`src/rtl/decode_stage_pkg.sv`:
```
// Shared decode types for the RV32I(+M) decode stage.
//   Instruction    : raw 32-bit instruction word
//   ALUFuncts      : ALU operation codes; the M-extension codes exist only when
//                    DECODE_RV32M_EN is defined
//   BranchUnitFuncts : compare codes (values equal branch funct3) plus JUMP
//   MicroCode      : decoded control word handed to execute
//   DecodedEntry   : one queue slot {code, pc, illegal}
// Optional feature macro: DECODE_RV32M_EN (multiply/divide decode).
package decode_stage_pkg;

   localparam int unsigned DEC_XLEN = 32;

   typedef logic [31:0] Instruction;

   localparam logic [6:0] OPC_LUI     = 7'b0110111;
   localparam logic [6:0] OPC_AUIPC   = 7'b0010111;
   localparam logic [6:0] OPC_JAL     = 7'b1101111;
   localparam logic [6:0] OPC_JALR    = 7'b1100111;
   localparam logic [6:0] OPC_BRANCH  = 7'b1100011;
   localparam logic [6:0] OPC_LOAD    = 7'b0000011;
   localparam logic [6:0] OPC_STORE   = 7'b0100011;
   localparam logic [6:0] OPC_OPIMM   = 7'b0010011;
   localparam logic [6:0] OPC_OP      = 7'b0110011;
   localparam logic [6:0] OPC_MISCMEM = 7'b0001111;

   typedef enum logic [4:0] {
      ALU_ADD  = 5'd0,
      ALU_SUB  = 5'd1,
      ALU_SLL  = 5'd2,
      ALU_SLT  = 5'd3,
      ALU_SLTU = 5'd4,
      ALU_XOR  = 5'd5,
      ALU_SRL  = 5'd6,
      ALU_SRA  = 5'd7,
      ALU_OR   = 5'd8,
      ALU_AND  = 5'd9
`ifdef DECODE_RV32M_EN
      ,
      ALU_MUL    = 5'd10,
      ALU_MULH   = 5'd11,
      ALU_MULHSU = 5'd12,
      ALU_MULHU  = 5'd13,
      ALU_DIV    = 5'd14,
      ALU_DIVU   = 5'd15,
      ALU_REM    = 5'd16,
      ALU_REMU   = 5'd17
`endif
   } ALUFuncts;

   // Conditional codes reuse the branch funct3 value; 010 is free there and
   // marks the unconditional JAL/JALR jump.
   typedef enum logic [2:0] {
      BR_EQ   = 3'b000,
      BR_NE   = 3'b001,
      BR_JUMP = 3'b010,
      BR_LT   = 3'b100,
      BR_GE   = 3'b101,
      BR_LTU  = 3'b110,
      BR_GEU  = 3'b111
   } BranchUnitFuncts;

   typedef enum logic [1:0] {OP1_RS1, OP1_PC, OP1_ZERO} Op1Sel;
   typedef enum logic       {OP2_RS2, OP2_IMM}          Op2Sel;
   typedef enum logic [1:0] {RD_ALU, RD_MEM, RD_PC4}    RdSrc;

   typedef struct packed {
      logic     en;
      ALUFuncts funct;
      Op1Sel    op1;
      Op2Sel    op2;
   } AluCode;

   typedef struct packed {
      logic            en;
      BranchUnitFuncts funct;
   } BranchCode;

   typedef struct packed {
      logic       en;
      logic       store;
      logic [2:0] funct3;   // access size / unsigned load
   } LsuCode;

   typedef struct packed {
      AluCode                alu;
      BranchCode             branch;
      LsuCode                lsu;
      logic [4:0]            rs1_addr;
      logic [4:0]            rs2_addr;
      logic [4:0]            rd_addr;
      logic                  rd_en;
      RdSrc                  rd_src;
      logic [DEC_XLEN-1:0]   imm_data;
   } MicroCode;

   typedef struct packed {
      MicroCode              code;
      logic [DEC_XLEN-1:0]   pc;
      logic                  illegal;
   } DecodedEntry;

   // funct3 -> ALU op for the funct7=0000000 register/immediate forms.
   function automatic ALUFuncts base_alu(input logic [2:0] f3);
      case (f3)
         3'b000:  return ALU_ADD;
         3'b001:  return ALU_SLL;
         3'b010:  return ALU_SLT;
         3'b011:  return ALU_SLTU;
         3'b100:  return ALU_XOR;
         3'b101:  return ALU_SRL;
         3'b110:  return ALU_OR;
         default: return ALU_AND;
      endcase
   endfunction

`ifdef DECODE_RV32M_EN
   function automatic ALUFuncts mext_alu(input logic [2:0] f3);
      case (f3)
         3'b000:  return ALU_MUL;
         3'b001:  return ALU_MULH;
         3'b010:  return ALU_MULHSU;
         3'b011:  return ALU_MULHU;
         3'b100:  return ALU_DIV;
         3'b101:  return ALU_DIVU;
         3'b110:  return ALU_REM;
         default: return ALU_REMU;
      endcase
   endfunction
`endif

endpackage

```
`src/rtl/decode_stage_core.sv`:
```
// decoder_core: purely combinational RV32I(+M) instruction decoder.
//   inst_i    : raw instruction
//   code_o    : decoded MicroCode (all zero for an illegal encoding)
//   illegal_o : encoding is not a supported instruction
// Optional feature macro: DECODE_RV32M_EN (OP funct7=0000001 decodes MUL..REMU).
module decoder_core
   import decode_stage_pkg::*;
(
   input  Instruction inst_i,
   output MicroCode   code_o,
   output logic       illegal_o
);

   logic [6:0]          opc, f7;
   logic [2:0]          f3;
   logic [4:0]          rd;
   logic [DEC_XLEN-1:0] imm_i, imm_s, imm_b, imm_u, imm_j, imm_sh;
   MicroCode            code;
   logic                ill, wr;

   assign opc = inst_i[6:0];
   assign rd  = inst_i[11:7];
   assign f3  = inst_i[14:12];
   assign f7  = inst_i[31:25];

   assign imm_i  = {{20{inst_i[31]}}, inst_i[31:20]};
   assign imm_s  = {{20{inst_i[31]}}, inst_i[31:25], inst_i[11:7]};
   assign imm_b  = {{20{inst_i[31]}}, inst_i[7], inst_i[30:25], inst_i[11:8], 1'b0};
   assign imm_u  = {inst_i[31:12], 12'b0};
   assign imm_j  = {{12{inst_i[31]}}, inst_i[19:12], inst_i[20], inst_i[30:21], 1'b0};
   assign imm_sh = {27'b0, inst_i[24:20]};

   always_comb begin
      code           = '0;
      ill            = 1'b0;
      wr             = 1'b0;
      code.rs1_addr  = inst_i[19:15];
      code.rs2_addr  = inst_i[24:20];
      code.rd_addr   = rd;
      code.alu.funct = ALU_ADD;
      code.alu.op1   = OP1_RS1;
      code.alu.op2   = OP2_IMM;
      code.rd_src    = RD_ALU;
      case (opc)
         OPC_LUI: begin
            code.alu.en   = 1'b1;
            code.alu.op1  = OP1_ZERO;
            code.imm_data = imm_u;
            wr            = 1'b1;
         end
         OPC_AUIPC: begin
            code.alu.en   = 1'b1;
            code.alu.op1  = OP1_PC;
            code.imm_data = imm_u;
            wr            = 1'b1;
         end
         // Jumps: ALU forms the target, rd receives pc+4.
         OPC_JAL: begin
            code.alu.en       = 1'b1;
            code.alu.op1      = OP1_PC;
            code.imm_data     = imm_j;
            code.branch.en    = 1'b1;
            code.branch.funct = BR_JUMP;
            code.rd_src       = RD_PC4;
            wr                = 1'b1;
         end
         OPC_JALR: begin
            ill               = (f3 != 3'b000);
            code.alu.en       = 1'b1;
            code.imm_data     = imm_i;
            code.branch.en    = 1'b1;
            code.branch.funct = BR_JUMP;
            code.rd_src       = RD_PC4;
            wr                = 1'b1;
         end
         OPC_BRANCH: begin
            ill               = (f3 == 3'b010) || (f3 == 3'b011);
            code.alu.en       = 1'b1;
            code.alu.op1      = OP1_PC;
            code.imm_data     = imm_b;
            code.branch.en    = 1'b1;
            code.branch.funct = BranchUnitFuncts'(f3);
         end
         OPC_LOAD: begin
            ill             = (f3 == 3'b011) || (f3 >= 3'b110);
            code.alu.en     = 1'b1;
            code.imm_data   = imm_i;
            code.lsu.en     = 1'b1;
            code.lsu.funct3 = f3;
            code.rd_src     = RD_MEM;
            wr              = 1'b1;
         end
         OPC_STORE: begin
            ill             = (f3 >= 3'b011);
            code.alu.en     = 1'b1;
            code.imm_data   = imm_s;
            code.lsu.en     = 1'b1;
            code.lsu.store  = 1'b1;
            code.lsu.funct3 = f3;
         end
         OPC_OPIMM: begin
            code.alu.en    = 1'b1;
            code.alu.funct = base_alu(f3);
            code.imm_data  = imm_i;
            wr             = 1'b1;
            // Shifts carry a 5-bit shamt; imm[11:5] selects logical/arith.
            if (f3 == 3'b001) begin
               code.imm_data = imm_sh;
               ill           = (f7 != 7'b0000000);
            end else if (f3 == 3'b101) begin
               code.imm_data = imm_sh;
               if (f7 == 7'b0100000) code.alu.funct = ALU_SRA;
               else                  ill = (f7 != 7'b0000000);
            end
         end
         OPC_OP: begin
            code.alu.en  = 1'b1;
            code.alu.op2 = OP2_RS2;
            wr           = 1'b1;
            case (f7)
               7'b0000000: code.alu.funct = base_alu(f3);
               7'b0100000: begin
                  if (f3 == 3'b000)      code.alu.funct = ALU_SUB;
                  else if (f3 == 3'b101) code.alu.funct = ALU_SRA;
                  else                   ill = 1'b1;
               end
`ifdef DECODE_RV32M_EN
               7'b0000001: code.alu.funct = mext_alu(f3);
`endif
               default:    ill = 1'b1;
            endcase
         end
         OPC_MISCMEM: ; // FENCE: accepted, nothing to do in an in-order core
         default:     ill = 1'b1;
      endcase
      if (inst_i[1:0] != 2'b11) ill = 1'b1;
      if (ill) code = '0;
      code.rd_en = wr & ~ill & (rd != 5'd0);
   end

   assign code_o    = code;
   assign illegal_o = ill;

endmodule

```
`src/rtl/decode_stage.sv`:
```
// decode_stage: registered, back-pressured RV32I(+M) decode stage.
//   clk, rst (sync, active high), flush
//   in_valid/in_ready/in_inst/in_pc   : fetch side
//   out_valid/out_ready/out_code/out_pc/out_illegal : execute side (head entry)
//   occupancy : number of queued entries
// Decoding happens before the queue; entries are stored already decoded.
// Optional feature macro: DECODE_RV32M_EN (see decoder_core).
module decode_stage
   import decode_stage_pkg::*;
#(
   parameter int unsigned XLEN      = DEC_XLEN,  // must equal DEC_XLEN
   parameter int unsigned BUF_DEPTH = 2          // power of two, >= 2
) (
   input  logic                         clk,
   input  logic                         rst,
   input  logic                         flush,
   input  logic                         in_valid,
   output logic                         in_ready,
   input  logic [31:0]                  in_inst,
   input  logic [XLEN-1:0]              in_pc,
   output logic                         out_valid,
   input  logic                         out_ready,
   output MicroCode                     out_code,
   output logic [XLEN-1:0]              out_pc,
   output logic                         out_illegal,
   output logic [$clog2(BUF_DEPTH):0]   occupancy
);

   localparam int unsigned PW = $clog2(BUF_DEPTH);
   localparam int unsigned CW = PW + 1;

   DecodedEntry       mem_q [BUF_DEPTH];
   DecodedEntry       new_entry, head;
   MicroCode          dec_code;
   logic              dec_ill;
   logic [PW-1:0]     wr_ptr_q, wr_ptr_d, rd_ptr_q, rd_ptr_d;
   logic [CW-1:0]     cnt_q, cnt_d;
   logic              push, pop;

   decoder_core u_core (
      .inst_i    (in_inst),
      .code_o    (dec_code),
      .illegal_o (dec_ill)
   );

   always_comb begin
      new_entry.code    = dec_code;
      new_entry.pc      = in_pc;
      new_entry.illegal = dec_ill;
   end

   // in_ready depends only on occupancy, never on out_ready.
   assign in_ready  = (cnt_q != CW'(BUF_DEPTH));
   assign out_valid = (cnt_q != '0);
   assign push      = in_valid & in_ready & ~flush;
   assign pop       = out_valid & out_ready;

   always_comb begin
      wr_ptr_d = wr_ptr_q + PW'(push);
      rd_ptr_d = rd_ptr_q + PW'(pop);
      cnt_d    = cnt_q + CW'(push) - CW'(pop);
      if (flush) begin
         wr_ptr_d = '0;
         rd_ptr_d = '0;
         cnt_d    = '0;
      end
   end

   always_ff @(posedge clk) begin
      if (rst) begin
         wr_ptr_q <= '0;
         rd_ptr_q <= '0;
         cnt_q    <= '0;
      end else begin
         wr_ptr_q <= wr_ptr_d;
         rd_ptr_q <= rd_ptr_d;
         cnt_q    <= cnt_d;
      end
   end

   // Payload storage needs no reset; outputs are qualified by out_valid.
   always_ff @(posedge clk) begin
      if (push) mem_q[wr_ptr_q] <= new_entry;
   end

   assign head        = mem_q[rd_ptr_q];
   assign out_code    = out_valid ? head.code : '0;
   assign out_pc      = head.pc;
   assign out_illegal = out_valid & head.illegal;
   assign occupancy   = cnt_q;

endmodule

```
`config.mk`:
```
export PLATFORM = sky130hd
export DESIGN_NAME = decode_stage
export DESIGN_NICKNAME = d
export VERILOG_FILES = /design/src/rtl/decode_stage_pkg.sv /design/src/rtl/decode_stage_core.sv /design/src/rtl/decode_stage.sv
export SDC_FILE = /design/constraint.sdc
export NUM_CORES = 1
export LEC_CHECK = 0
export CORE_ASPECT_RATIO = 0.7
export CORE_MARGIN = 2
export CORE_UTILIZATION = 35
export CTS_BUF_LIST = sky130_fd_sc_hd__clkbuf_2
export DETAILED_ROUTE_END_ITERATION = 16
export PLACE_DENSITY = 0.65
export SLEW_MARGIN = 20
export SYNTH_ARGS = -nofsm -noshare
export SYNTH_HDL_FRONTEND = slang
export SYNTH_SLANG_ARGS = --single-unit
```
`constraint.sdc`:
```
create_clock -name clk -period 4.1 [get_ports clk]
set_input_delay 0.82 -clock clk [delete_from_list [all_inputs] [get_ports clk]]
set_output_delay 0.82 -clock clk [all_outputs]
set_load 0.05 [all_outputs]
```
==> reports/metrics.yaml, run 1 <==
drt:
  drt-total-wl_um: 21600
  vias: 5773
  dr.pass1.iters: 4
  drtAntennaViolNets: 0
  drc: 0
  avgViaCountPerCell: 4.93
  drtIter0Drc: 454
  wire_per_inst_um: 18.5
logic_synthesis:
  netlist.area_leader.share_pct: 67.8
  ys_types: 58
  syn_avg_cell_area_um2: 14.1
  synth_nets: 701
  netlist_instances: 628
  synthTopCellsByArea: "edfxtp_1, mux2i_1, nor2_1, mux2_2, a21oi_1"
  yosysWarnings: 0
  ys.flop_type: "edfxtp_1"
  ys_ff_latch: 204
  synth_most_common_cell: "edfxtp_1"
  seq_area_frac_synth_pct: 68.7
  netlist_area_um2: 8860
  synth-edff-count: 200
  async_flop_share_pct: 0
  synth_common_cells: "edfxtp_1, nor2_1, mux2i_1"
  yosysTopAreaCell: "edfxtp_1"
floorplanning:
  die_x_um: 194
  fp-row-count: 48
  core-area_um2: 24700
  die_area_um2: 26600
  ioPinCount: 174
  die_h_um: 137
  start_util_pct: 35.8
clock_tree:
  cts_hold_buf: 0
  cts-root-buf: "clkbuf_2"
  cts.clk_slew.worst_paths_ns: 0.11
  cts_max_level: 2
  insertion_delay_ns: 0.79
  cts_sinks: 204
  cts_buffers: 49
  cts_resized: 0
  postCtsSetupBuffers: 0
  clock_path_buffers: 3
  cts_tree: "built"
hold_path:
  holdCritStartpoint: "in_pc[0]"
  hp-class: "input pin to register"
  hold_path_depth: 1
critical_path:
  worst-endpoint-required_ns: 3.28
  crit_path_start: "occupancy[1]$_SDFF_PP0_"
  critPathMaxFanout: 69
  r2r_start: "occupancy[1]$_SDFF_PP0_"
  critPathKind: "register to output pin"
  crit_arrival_ns: 2.93
  r2r_slack_ns: 1.73
  reg2regPathDepth: 10
  start_kind: "register"
  crit_path_end_kind: "output pin"
placed_design:
  post-place-cells: 1100
  gp_congestion: 0.892
  hpwl_um: 14300
  port_buffers: 172
  place_ws_ns: 0.614
sta:
  slew_headroom_pct: 41.9
  setup_ws_ns: 0.350
  rsz0062_at_grt: "false"
  finalSetupViolCount: 0
  hold_viol: 0
  timing.final.max_slew_violations: 0
  clock_skew_ns: 0.0371
  period_share_pct: 91.5
  tightest_slew_ns: 0.867
  min_period_ns: 3.75
  timing.fmax_ghz: 0.267
flow_run:
  cap_violations: 0
global_routing:
  grtUsageTotal_pct: 15.9
  overflow: 0
  grt_max_degree: 70
  antenna_found_initial: 0
  grt_pass1_vias: 5625
  grt_first_pass_wirelength_um: 32200
pwr:
  seq_power_share_pct: 57.6
  swShare_pct: 26.6
  peakVddDrop_mv: 0.165
  power.density_nw_per_um2: 357
  internal_power_mw: 2.98
  p_leak_nw: 3.60
  pwr-share-comb_pct: 12.0
  power.share.clock_pct: 30.4
  p_sw_mw: 1.08
layout:
  n_fill_cell: 2258
  area_delta_synth_final_pct: 28.4
  layout-drive-gt1-share_pct: 14.9
  nets: 899
  post_layout_nonfiller_instances: 1172
  diodes: 0
run_status:
  status: "finished, final reports clean"
cells in the final DEF (no fill, tap or decap), types with 3 or more instances in the layout:
| master | synthesis | final |
|---|---|---|
| edfxtp_1 | 200 | 200 |
| and2_1 | 20 | 20 |
| a22oi_1 | 4 | 4 |
| mux2_2 | 32 | 32 |
| nor4_1 | 3 | 3 |
| dfxtp_1 | 4 | 3 |
| nand2b_1 | 7 | 7 |
| nor3b_1 | 3 | 3 |
| and3_1 | 11 | 11 |
| inv_1 | 9 | 9 |
| a21oi_1 | 25 | 25 |
| o21ai_0 | 6 | 6 |
| clkinv_1 | 0 | 6 |
| nand2_1 | 24 | 24 |
| and3b_1 | 3 | 3 |
| buf_12 | 0 | 4 |
| o22ai_1 | 3 | 3 |
| mux2i_1 | 70 | 70 |
| clkbuf_2 | 1 | 63 |
| buf_4 | 3 | 12 |
| nor2_1 | 102 | 101 |
| nor3_1 | 10 | 10 |
| nand3_1 | 4 | 4 |
| clkdlybuf4s50_1 | 0 | 172 |
| nor2b_1 | 5 | 5 |
| xnor2_1 | 3 | 3 |
area by class of cell:
class | count | area (um^2) | share of cell area, %
sequential | 204 | 6090 | 53.5
multi-input combinational | 374 | 2570 | 22.6
timing repair buffer | 188 | 1890 | 16.6
tap | 325 | 407 | 3.57
clock buffer | 63 | 315 | 2.77
clock inverter | 9 | 68.8 | 0.605
inverter | 9 | 33.8 | 0.297
power by group through the flow:
stage / clock network [mW] / registers (mW) / logic (mW)
3_3_place_gp: 0 / 2.38 / 0.489
6_report: 1.24 / 2.34 / 0.487
2_1_floorplan: 0 / 2.39 / 0.279
4_1_cts: 1.30 / 2.34 / 0.492
3_5_place_dp: 0 / 2.39 / 0.490
5_1_grt: 1.40 / 2.34 / 0.516
sequential cells by signal, summed over array words and instances, names as in the netlist:
| name | flops |
|---|---|
| wr_ptr_q | 1 |
| mem_q | 200 |
| rd_ptr_q | 1 |
| occupancy | 2 |
metrics by stage:
stage	area, um^2	hold WS (ns)	utilization, %	TNS, ns	power [mW]
6_report	11400	0.599	46.0	0	4.06
5_1_grt	11400	0.471	46.0	0	4.26
4_1_cts	11400	0.478	46.0	0	4.13
3_5_place_dp	11000	0.610	44.4	0	2.88
3_3_place_gp	11000	0.615	44.4	0	2.87
2_1_floorplan	8860	0.538	-	-38.25	2.67
worst max-delay path, cell delays in order (launching register included):
cell             delay, ns
dfxtp_1               0.45
nor2_4                0.05
buf_4                 0.33
nor2_1                0.39
clkdlybuf4s50_1       0.88
logic make-up after synthesis:
| logic type | count (synthesis) | synth area share (%) |
|---|---|---|
| compound gates | 57 | 4.15 |
| xor+xnor | 5 | 0.495 |
| fa+ha+maj | 4 | 0.565 |
| buf+inv | 50 | 2.64 |
| flops | 204 | 68.7 |
| mux | 102 | 12.0 |
| other cells | 1 | 0.0423 |
| simple gates | 205 | 11.4 |
metal layers:
layer | routed length [um] | share of wire, % | global-route usage [%]
met1 | 10300 | 47 | 23.2
met4 | 330 | 1.5 | 5.18
met3 | 1710 | 7.9 | 4.85
met5 | 0 | 0 | 0
met2 | 9340 | 43 | 22.7
final timing paths:
| path | end |
|---|---|
| worst max-delay path | out_code[25] |
| worst min-delay path | mem_q[1][1]$_DFFE_PP_ |
| worst max register to register | occupancy[1]$_SDFF_PP0_ |
| worst min register to register | occupancy[1]$_SDFF_PP0_ |
Note: power is estimated with default switching activity, not from simulation.
==> inputs of run 2 (changes only) <==
--- a/config.mk
+++ b/config.mk
@@ -7,10 +7,10 @@
 export LEC_CHECK = 0
 export CORE_ASPECT_RATIO = 0.7
 export CORE_MARGIN = 2
-export CORE_UTILIZATION = 35
+export CORE_UTILIZATION = 32
 export CTS_BUF_LIST = sky130_fd_sc_hd__clkbuf_2
 export DETAILED_ROUTE_END_ITERATION = 16
-export PLACE_DENSITY = 0.65
+export PLACE_DENSITY = 0.61
 export SLEW_MARGIN = 20
 export SYNTH_ARGS = -nofsm -noshare
 export SYNTH_HDL_FRONTEND = slang
==> run 2 against run 1 <==
  * Via count increased by 1.4%
  * Global-route usage decreased by 0.52 points
  * Sequential cell count unchanged
  * Non-clock buffer count increased by 3
  * Sequential share of layout area decreased by 0.93 points
  * Power increased by 6.1%
  * Cell area increased by 1.8%
  * Core utilization decreased by 3.0 points
  * Maximum frequency decreased by 3.1%
  * Final cell count increased by 5.3%
  * Hold slack got worse by 0.033 ns
==> reports/metrics.yaml, run 2 (synthesis results as in run 1) <==
global_routing:
  grt_first_pass_wirelength_um: 33900  # +5.2%
  grt_max_degree: 70  # unchanged
  grt_pass1_vias: 5983  # +6.4%
  grtUsageTotal_pct: 15.4  # -0.52 points
  overflow: 0  # unchanged
  antenna_found_initial: 0  # unchanged
drt:
  avgViaCountPerCell: 4.75  # -3.7%
  met1_length_um: 10400  # +1.5%
  dr.pass1.iters: 4  # unchanged
  highest_layer: "met4"
  drt-total-wl_um: 22400  # +3.4%
  drtAntennaViolNets: 0  # unchanged
  wl_met2_um: 9810  # +5.1%
  wl_met3_um: 1730  # +1.3%
  vias: 5856  # +1.4%
  wire_per_inst_um: 18.1  # -1.8%
  drc: 0  # unchanged
  drtIter0Drc: 333  # -27%
layout:
  post_layout_nonfiller_instances: 1234  # +5.3%
  mostFrequentLayoutCell: "edfxtp_1"
  top_register: "mem_q"
  largest_register_ffs: 200  # unchanged
  diodes: 0  # unchanged
  area_delta_synth_final_pct: 30.7
  layout_common_cells: "edfxtp_1, clkdlybuf4s50_1, nor2_1"
  nets: 904  # +0.56%
  layout-drive-gt1-share_pct: 17.4  # +2.5 points
  final_core_util_pct: 42.9  # -3.0 points
sta:
  min_period_ns: 3.87  # +0.119 ns
  finalSetupViolCount: 0  # unchanged
  timing.fmax_ghz: 0.258  # -3.1%
  timing.final.max_slew_violations: 0  # unchanged
  clock_skew_ns: 0.0540  # +0.0169 ns
  tightest_slew_ns: 0.597  # -0.269 ns
  hold_viol: 0  # unchanged
  period_share_pct: 94.4  # +2.9 points
  finalSetupTns_ns: 0  # unchanged
  rsz0062_at_grt: "false"
  slew_headroom_pct: 60.0  # +18 points
  holdWs_ns: 0.566  # -0.0331 ns
critical_path:
  crit_family: "buffers and inverters"
  slowest_stage: "clkdlybuf4s50_1"
  crit_path_end_kind: "output pin"
  critPathKind: "register to output pin"
  worst-endpoint-required_ns: 3.28  # about the same
  start_kind: "register"
  path_cells: "buf_4, mux2i_1, nor2_1, clkdlybuf4s50_1"
  crit_arrival_ns: 3.05  # +0.12 ns
  critPathBufInv: 2  # unchanged
  slowest_delay_ns: 0.86  # -0.02 ns
  critPathMaxFanout: 24  # -65%
clock_tree:
  clock_path_buffers: 3  # unchanged
  cts-root-buf: "clkbuf_2"
  cts.clk_slew.worst_paths_ns: 0.11  # about the same
  insertion_delay_ns: 0.88  # +0.09 ns
  cts_sinks: 204  # unchanged
  cts_buffers: 51  # +4.1%
  cts_hold_buf: 0  # unchanged
  cts_max_level: 2  # unchanged
  cts_tree: "built"
pwr:
  peakVddDrop_mv: 0.179  # +8.6%
  power.density_nw_per_um2: 372  # +4.3%
  p_leak_nw: 3.74  # +3.8%
floorplanning:
  start_util_pct: 32.8  # -2.9 points
  fp-row-count: 50  # +4.2%
  ioPinCount: 174  # unchanged
  die_area_um2: 29000  # +9.1%
  die_x_um: 203  # +4.5%
  core-area_um2: 27000  # +9.0%
  die_h_um: 143  # +4.4%
run_status:
  status: "finished, final reports clean"
placed_design:
  port_buffers: 172  # unchanged
  hpwl_um: 14800  # +3.5%
  post-place-cells: 1142  # +3.8%
  gp_congestion: 0.827  # -7.3%
flow_run:
  cap_violations: 0  # unchanged
hold_path:
  hp-class: "input pin to register"
## run 2: changes by cell type in the layout (fill, tap and decap cells not counted)
cell	delta
buf_4	+2
buf_6	+1
bufinv_16	+1
clkbuf_2	+20
clkdlybuf4s50_1	-1
clkinv_1	-2
clkinv_2	+2
clkinv_4	-1
dlymetal6s2s_1	+1
## run 2: area by class of cell
| class | count | area, um^2 |
|---|---|---|
| inverter | 9 | 33.8 |
| multi-input combinational | 374 | 2570 |
| sequential | 204 | 6090 |
| tap | 364 | 455 |
| clock inverter | 9 | 92.6 |
| timing repair buffer | 191 | 1920 |
| fill | 2550 | 15400 |
| clock buffer | 83 | 415 |
## run 2: final timing paths
kind / from / cells after the start / to / slack (ns)
max reg2reg: occupancy[0]$_SDFF_PP0_ / 4 / mem_q[0][29]$_DFFE_PP_ / 2.02
min: in_pc[7] / 1 / mem_q[1][8]$_DFFE_PP_ / 0.57
min reg2reg: occupancy[1]$_SDFF_PP0_ / 2 / occupancy[1]$_SDFF_PP0_ / 0.62
max: rd_ptr_q$_SDFF_PP0_ / 4 / out_code[40] / 0.23
## run 2: power by group
part | total, mW | switching (mW) | internal [mW]
clock | 1.48 | 0.826 | 0.654
sequential | 2.34 | 0.0132 | 2.33
combinational | 0.490 | 0.306 | 0.185
total | 4.31 | 1.14 | 3.16
## run 2: what timing repair did
item / 4_1_cts / 5_1_grt
gates resized for setup: 0 / 2
setup buffers: 0 / 0
endpoints found under the setup margin: 0 / 2
## run 2: stage by stage
step / power, mW / cell area (um^2) / setup slack, ns
5_1_grt: 4.51 / 11600 / 0.0167
6_report: 4.31 / 11600 / 0.230
3_5_place_dp: 2.88 / 11100 / 0.674
2_1_floorplan: 2.67 / 8860 / -0.191
3_3_place_gp: 2.88 / 11100 / 0.719
4_1_cts: 4.40 / 11600 / 0.00472
## run 2: layer usage
metal  up-vias  GRT usage (%)
li1       2758              -
met1      2829           21.3
met2       231           23.3
met3        38           4.52
met4         0           5.07
met5         -              0
